**config.mk**
```make
export PLATFORM = sky130hd
export DESIGN_NAME = sp_ram_initiator
export DESIGN_NICKNAME = d
export VERILOG_FILES = /design/src/rtl/sp_ram_pkg.sv /design/src/rtl/sp_ram_rsp_fifo.sv /design/src/rtl/sp_ram_initiator.sv
export SDC_FILE = /design/constraint.sdc
export NUM_CORES = 1
export LEC_CHECK = 0
export CAP_MARGIN = 10
export CORE_AREA = 2 2 155 96
export DETAILED_ROUTE_END_ITERATION = 10
export DIE_AREA = 0 0 157 98
export HOLD_SLACK_MARGIN = 0.06
export PLACE_DENSITY_LB_ADDON = 0.25
export SLEW_MARGIN = 20
export SYNTH_ARGS = -nofsm -noshare
export SYNTH_HDL_FRONTEND = slang
export SYNTH_SLANG_ARGS = --single-unit
```
**constraint.sdc**
```tcl
create_clock -name clk -period 2.46 [get_ports clk]
set_input_delay 0.246 -clock clk [delete_from_list [all_inputs] [get_ports clk]]
set_output_delay 0.246 -clock clk [all_outputs]
set_load 0.02 [all_outputs]
```
**src/rtl/sp_ram_pkg.sv**
```systemverilog
// Shared types for the single-port SRAM initiator: FSM states, response record and widths.
package sp_ram_pkg;

  typedef enum logic [0:0] {
    StInitClear,
    StRun
  } state_e;

  localparam int unsigned RSP_DATA_WIDTH = 32;
  localparam int unsigned BE_WIDTH       = RSP_DATA_WIDTH / 8;

  typedef struct packed {
    logic [RSP_DATA_WIDTH-1:0] rdata;
    logic                      err;
  } rsp_t;

endpackage

```
**src/rtl/sp_ram_rsp_fifo.sv**
```systemverilog
// Response FIFO with occupancy output; pointers wrap modulo DEPTH (need not be a power of two).
module sp_ram_rsp_fifo #(
  parameter int unsigned DEPTH = 2,
  parameter int unsigned WIDTH = 33
) (
  input  logic                     clk,
  input  logic                     rst_i,
  input  logic                     push_i,
  input  logic [WIDTH-1:0]         wdata_i,
  input  logic                     pop_i,
  output logic [WIDTH-1:0]         rdata_o,
  output logic                     empty_o,
  output logic [$clog2(DEPTH):0]   cnt_o
);

  localparam int unsigned PtrW = $clog2(DEPTH);
  localparam int unsigned CntW = PtrW + 1;
  localparam logic [PtrW-1:0] LastPtr = PtrW'(DEPTH - 1);
  localparam logic [CntW-1:0] Full    = CntW'(DEPTH);

  logic [WIDTH-1:0] mem_q [DEPTH];
  logic [PtrW-1:0]  wptr_q, wptr_d, rptr_q, rptr_d;
  logic [CntW-1:0]  cnt_q, cnt_d;
  logic             do_push, do_pop;

  assign empty_o = (cnt_q == '0);
  assign do_pop  = pop_i & ~empty_o;
  // A push into a full FIFO is legal only when the head leaves in the same cycle.
  assign do_push = push_i & ((cnt_q != Full) | do_pop);

  always_comb begin
    wptr_d = wptr_q;
    rptr_d = rptr_q;
    if (do_push) wptr_d = (wptr_q == LastPtr) ? '0 : wptr_q + PtrW'(1);
    if (do_pop)  rptr_d = (rptr_q == LastPtr) ? '0 : rptr_q + PtrW'(1);
    cnt_d = cnt_q + CntW'(do_push) - CntW'(do_pop);
  end

  always_ff @(posedge clk) begin
    if (rst_i) begin
      wptr_q <= '0;
      rptr_q <= '0;
      cnt_q  <= '0;
    end else begin
      wptr_q <= wptr_d;
      rptr_q <= rptr_d;
      cnt_q  <= cnt_d;
    end
  end

  always_ff @(posedge clk) begin
    if (do_push) mem_q[wptr_q] <= wdata_i;
  end

  assign rdata_o = mem_q[rptr_q];
  assign cnt_o   = cnt_q;

endmodule

```
**src/rtl/sp_ram_initiator.sv**
```systemverilog
// Core-bus to single-port SRAM initiator with range/write-protect checks and credit-based
// response buffering. Optional power-up clear of the RAM: SP_RAM_INITIATOR_INIT_CLEAR_EN.
module sp_ram_initiator
  import sp_ram_pkg::*;
#(
  parameter int unsigned RAM_SIZE       = 32768,
  parameter int unsigned ADDR_WIDTH     = $clog2(RAM_SIZE),
  parameter int unsigned BUS_ADDR_WIDTH = 32,
  parameter int unsigned DATA_WIDTH     = RSP_DATA_WIDTH,
  parameter int unsigned RSP_DEPTH      = 2
) (
  input  logic                      clk,
  input  logic                      rst_i,
  input  logic                      req_valid_i,
  output logic                      req_ready_o,
  input  logic [BUS_ADDR_WIDTH-1:0] req_addr_i,
  input  logic                      req_we_i,
  input  logic [DATA_WIDTH/8-1:0]   req_be_i,
  input  logic [DATA_WIDTH-1:0]     req_wdata_i,
  input  logic                      wp_i,
  output logic                      rsp_valid_o,
  input  logic                      rsp_ready_i,
  output logic [DATA_WIDTH-1:0]     rsp_rdata_o,
  output logic                      rsp_err_o,
  output logic                      ram_en_o,
  output logic [ADDR_WIDTH-1:0]     ram_addr_o,
  output logic [DATA_WIDTH-1:0]     ram_wdata_o,
  output logic                      ram_we_o,
  output logic [DATA_WIDTH/8-1:0]   ram_be_o,
  output logic                      ram_bypass_en_o,
  input  logic [DATA_WIDTH-1:0]     ram_rdata_i
);

  localparam int unsigned BeW  = DATA_WIDTH / 8;
  localparam int unsigned CntW = $clog2(RSP_DEPTH) + 1;
  localparam int unsigned RspW = DATA_WIDTH + 1;
  localparam logic [CntW:0] DepthLim = (CntW + 1)'(RSP_DEPTH);

  logic            run;
  logic            accept, req_ok, in_range, pop;
  logic [CntW-1:0] fifo_cnt;
  logic [CntW:0]   pending;
  logic            fifo_empty;
  logic [RspW-1:0] push_data, head_data;
  logic            inflight_q, inflight_d;
  logic            infl_rd_q, infl_rd_d;
  logic            infl_err_q, infl_err_d;

`ifdef SP_RAM_INITIATOR_INIT_CLEAR_EN
  localparam logic [ADDR_WIDTH-1:0] LastAddr = ADDR_WIDTH'(RAM_SIZE - BeW);

  state_e                state_q, state_d;
  logic [ADDR_WIDTH-1:0] clr_addr_q, clr_addr_d;

  always_ff @(posedge clk) begin
    if (rst_i) begin
      state_q    <= StInitClear;
      clr_addr_q <= '0;
    end else begin
      state_q    <= state_d;
      clr_addr_q <= clr_addr_d;
    end
  end

  always_comb begin
    state_d    = state_q;
    clr_addr_d = clr_addr_q;
    case (state_q)
      StInitClear: begin
        clr_addr_d = clr_addr_q + ADDR_WIDTH'(BeW);
        if (clr_addr_q == LastAddr) state_d = StRun;
      end
      StRun:   state_d = StRun;
      default: state_d = StRun;
    endcase
  end

  assign run = (state_q == StRun);
`else
  assign run = 1'b1;
`endif

  // Any bit at or above ADDR_WIDTH means the address is past the end of the RAM.
  assign in_range = ~|req_addr_i[BUS_ADDR_WIDTH-1:ADDR_WIDTH];
  assign req_ok   = in_range & ~(req_we_i & wp_i);
  assign pop      = rsp_valid_o & rsp_ready_i;

  // Credit: buffered plus in-flight responses, less the one leaving now, must leave room.
  assign pending     = {1'b0, fifo_cnt} + (CntW + 1)'(inflight_q) - (CntW + 1)'(pop);
  assign req_ready_o = ~rst_i & run & (pending < DepthLim);
  assign accept      = req_valid_i & req_ready_o;

  always_comb begin
    ram_en_o        = 1'b0;
    ram_addr_o      = '0;
    ram_wdata_o     = '0;
    ram_we_o        = 1'b0;
    ram_be_o        = '0;
    ram_bypass_en_o = 1'b0;
`ifdef SP_RAM_INITIATOR_INIT_CLEAR_EN
    if (!rst_i && state_q == StInitClear) begin
      ram_en_o   = 1'b1;
      ram_addr_o = clr_addr_q;
      ram_we_o   = 1'b1;
      ram_be_o   = '1;
    end else
`endif
    if (accept && req_ok) begin
      ram_en_o    = 1'b1;
      ram_addr_o  = req_addr_i[ADDR_WIDTH-1:0];
      ram_wdata_o = req_wdata_i;
      ram_we_o    = req_we_i;
      ram_be_o    = req_be_i;
    end
  end

  always_comb begin
    inflight_d = accept;
    infl_rd_d  = accept & ~req_we_i;
    infl_err_d = accept & ~req_ok;
  end

  always_ff @(posedge clk) begin
    if (rst_i) begin
      inflight_q <= 1'b0;
      infl_rd_q  <= 1'b0;
      infl_err_q <= 1'b0;
    end else begin
      inflight_q <= inflight_d;
      infl_rd_q  <= infl_rd_d;
      infl_err_q <= infl_err_d;
    end
  end

  // RAM read data is only meaningful the cycle after a successful read strobe.
  always_comb begin
    push_data = {infl_err_q, {DATA_WIDTH{1'b0}}};
    if (infl_rd_q && !infl_err_q) push_data[DATA_WIDTH-1:0] = ram_rdata_i;
  end

  sp_ram_rsp_fifo #(
    .DEPTH (RSP_DEPTH),
    .WIDTH (RspW)
  ) u_rsp_fifo (
    .clk     (clk),
    .rst_i   (rst_i),
    .push_i  (inflight_q),
    .wdata_i (push_data),
    .pop_i   (pop),
    .rdata_o (head_data),
    .empty_o (fifo_empty),
    .cnt_o   (fifo_cnt)
  );

  assign rsp_valid_o = ~fifo_empty;
  assign rsp_rdata_o = fifo_empty ? '0 : head_data[DATA_WIDTH-1:0];
  assign rsp_err_o   = ~fifo_empty & head_data[DATA_WIDTH];

endmodule

```
==> impl_summary.txt <==
----------------------------------------------------
[Status]
  Outcome ... finished with violations
  Violated checks ... setup timing

[Timing]
  Maximum frequency from static timing analysis ... 326 MHz
  Worst setup skew after layout ... 0.00557 ns
  Share of the clock period used by the worst path after layout ... 125%
  Transition time at the pin with the least slew margin ... 0.844 ns
  Pins Over Slew Limit ... 0
  Setup Viol. Count Final ... 53
  Final setup margin ... -0.605 ns
  Unrepaired setup endpoints after global routing ... yes
  Final Hold Fails ... 0
  Min cycle time layout ... 3.06 ns
  Tightest slew margin relative to the limit ... 43.7%

[Route]
  Detailed-route wire length ... 11900 microns
  Via count ... 3311
  First drt pass iteration count ... 6
  Antenna Violating Nets Remaining ... 0
  Avg WL per Cell ... 15.6 microns
  Vias per inst ... 4.34
  DRC ... 0
  Drt first-iter violations ... 97

[Die]
  Core box area ... 14100 sq um
  Die span in y ... 98 microns
  Starting utilization of the core area ... 29.4%
  # rows ... 34
  I/O pin cnt ... 195
  Die span in x ... 157 microns
  Area of the die ... 15400 sq um

[Power and ir drop]
  Combinational power share ... 49.2%
  Sequential share of power ... 28.4%
  Ratio of total power to cell area ... 828 nW/um^2
  IR drop worst, VDD ... 0.324 mV
  Pint ... 0.00401 W
  Switching part of the total ... 34.4%
  Total leakage power ... 2.98 nW
  Clock group share of total power ... 22.4%
  Tot Pwr ... 0.00611 W
  Net switching power of the design ... 0.00210 W

[Critical path]
  Stage delay of the slowest cell on the critical path ... 0.51 ns
  Highest-delay cell along the critical path ... fa_2
  Required time at the endpoint of the critical path ... 2.21 ns
  CP Launch Point ... u_rsp_fifo.cnt_o[1]$_SDFF_PP0_
  Nature of the critical path startpoint ... register
  Setup Crit Path Kind ... register to output port
  Worst-path cell chain ... o21ai_2 > inv_1 > ha_1 > inv_2 > nand2_2 > fa_2 > nor2b_4 > nand3_4 > buf_12 > buf_16 > nor4_4 > buf_4
  RR Startpoint ... u_rsp_fifo.cnt_o[1]$_SDFF_PP0_
  Crit path capture type ... output port
  Crit path DAT ... 2.82 ns
  Top fanout value on the critical path ... 8

[Min path]
  Class of the worst hold path ... register to register
  Hold path startpoint ... u_rsp_fifo.rptr_q$_SDFFE_PP0P_

[Clock tree]
  CTS sink count ... 74
  Hold bufs inserted after CTS ... 0
  Root buffer cell ... clkbuf_16
  Skew-Pair Late Insertion Delay ... 0.33 ns
  Clk buf depth ... 2
  Clock tree from TritonCTS ... done
  Number of levels the H-tree was split into ... 3
  CTS clk-pin slew, worst paths ... 0.06 ns
  Clock buffers created by TritonCTS ... 9

[Placement]
  Placed cell area ... 6770 sq um
  Final weighted congestion in routability-driven placement ... 0.845
  Worst slack at placement ... -1.09 ns
  Total of buffers placed on input and output ports ... 193
  DP HPWL ... 8070 microns

[Cells and area]
  ANT cells ... 0
  Final core occ ... 52.4%
  Fin area ... 7370 sq um
  Syn-to-layout area delta ... 78.3%
  Ratio of cells with drive above 1 in the final layout ... 31.5%
  NumNets Final ... 671

[Synth]
  Cell with the most instances after synthesis ... edfxtp_1
  Async set or reset register ratio after synthesis ... 0%
  Cell count after synthesis ... 347
  Syn_nets ... 457
  Prevailing post-synth register cell ... edfxtp_1
  Netlist area before placement ... 4140 sq um
  Post-synth top area cell ... edfxtp_1
  Cells taking the most area after synthesis ... edfxtp_1 (48%), nor4_2 (15%), mux2i_1 (8.0%)
  Most instantiated cells after synthesis ... edfxtp_1 (66), inv_1 (61), nor4_2 (48)
  Yosys warning count ... 0
  Number of synthesized register bits ... 74
  Syn_area_per_cell ... 11.9 sq um
  Count of flip-flops with a built-in enable after synthesis ... 66
  Part of the Yosys area used for sequential elements ... 51.8%
  Unique masters post-synth ... 31
  Area share of the largest cell type after synthesis ... 47.9%

[GRT]
  Total overflow reported by the global router ... 0
  Largest net degree at the start of global routing ... 35
  Total routing resource utilization after global routing ... 15.7%
  Antenna violations before repair ... 0
  Global-route wire length before repair ... 18600 microns
  Via count of the first global-routing pass ... 3647

[Flow run]
  Number of max-cap violations ... 0

----------------------------------------------------
[power groups by stage]
stage	sequential, W	clock [W]	combinational (W)
after floorplan	0.00175	0	0.00154
after global placement	0.00175	0	0.00251
after detailed placement	0.00176	0	0.00254
after CTS	0.00174	0.00140	0.00293
after global routing	0.00176	0.00145	0.00323
final	0.00174	0.00137	0.00300
[final cells by class]
| cell class | instances | area, sq um |
|---|---|---|
| fill | 1228 | 6710 |
| sequential | 74 | 2150 |
| inverter | 61 | 229 |
| clock inverter | 6 | 90.1 |
| clock buffer | 9 | 225 |
| tap | 198 | 248 |
| timing repair buffer | 231 | 2340 |
| multi-input combinational | 184 | 2090 |
[layout by cell type (no fill, tap or decap), types with 2 or more instances in the layout]
| cell type | netlist | layout |
|---|---|---|
| inv_1 | 61 | 60 |
| ha_1 | 3 | 3 |
| clkdlybuf4s50_1 | 0 | 139 |
| buf_12 | 0 | 7 |
| nor2b_4 | 0 | 2 |
| buf_4 | 5 | 73 |
| buf_6 | 5 | 4 |
| nor4_2 | 48 | 3 |
| and2_1 | 34 | 34 |
| mux2i_1 | 33 | 33 |
| dfxtp_2 | 0 | 3 |
| buf_16 | 0 | 7 |
| dfxtp_1 | 8 | 5 |
| nor4_4 | 4 | 52 |
| edfxtp_1 | 66 | 66 |
| xnor2_1 | 2 | 2 |
| clkbuf_16 | 0 | 10 |
| nor2_1 | 38 | 37 |
| bufinv_16 | 0 | 2 |
[metrics by stage]
stage / setup TNS (ns) / hold WS (ns) / std cells
after floorplan: -6.31 / 0.311 / 347
after global placement: -53.36 / 0.457 / 733
after detailed placement: -55.80 / 0.494 / 733
after CTS: -31.16 / 0.512 / 758
after global routing: -36.28 / 0.543 / 763
final: -29.20 / 0.507 / 763
[what timing repair did]
action / 4_1_cts / 5_1_grt
cloned: 6 / 1
pin swaps: 11 / 12
resized for setup: 294 / 22
endpoints found under the setup margin: 54 / 56
setup buffers: 4 / 5
endpoints found under the hold margin: 0 / 0
[critical path: cells and delay by family (launching register included)]
kind | cells | cell delay (ns)
adder cells (fa/ha/maj) | 2 | 0.78
AO/OA/AOI/OAI | 1 | 0.14
flip-flops | 1 | 0.33
buffers and inverters | 5 | 0.64
AND/OR/NAND/NOR | 4 | 0.58
[worst paths after layout]
kind / end / slack, ns / cells past startpoint
worst max register to register: infl_err_q$_SDFF_PP0_ / 0.05 / 12
worst min register to register: u_rsp_fifo.rptr_q$_SDFFE_PP0P_ / 0.51 / 2
worst min-delay path: u_rsp_fifo.rptr_q$_SDFFE_PP0P_ / 0.51 / 2
worst max-delay path: ram_addr_o[13] / -0.60 / 12
[routing by layer]
layer / up-vias / GRT usage, % / part of all wire (%) / wire (microns)
met3: 9 / 7.50 / 11 / 1260
met2: 115 / 27.4 / 50 / 5930
met4: 0 / 3.60 / 0.97 / 115
li1: 1623 / - / - / -
met5: - / 0 / 0 / 0
met1: 1564 / 17.2 / 38 / 4570
[logic make-up after synthesis]
kind of cell / Yosys count / share of synthesized area, %
AO/OA/AOI/OAI: 5 / 0.847
XOR/XNOR: 3 / 0.636
adder cells (fa/ha/maj): 4 / 1.39
buffers and inverters: 89 / 9.77
flip-flops: 74 / 51.8
multiplexers: 33 / 7.99
other: 1 / 0.0907
AND/OR/NAND/NOR: 138 / 27.5
[flip-flops by register name (all words and copies together) (netlist names), named ones only]
register	flops
infl_rd_q	1
u_rsp_fifo.mem_q	66
u_rsp_fifo.cnt_o	2
u_rsp_fifo.wptr_q	1
infl_err_q	1
u_rsp_fifo.rptr_q	1
inflight_q	1
No activity file was read; power rests on OpenSTA's default activity.
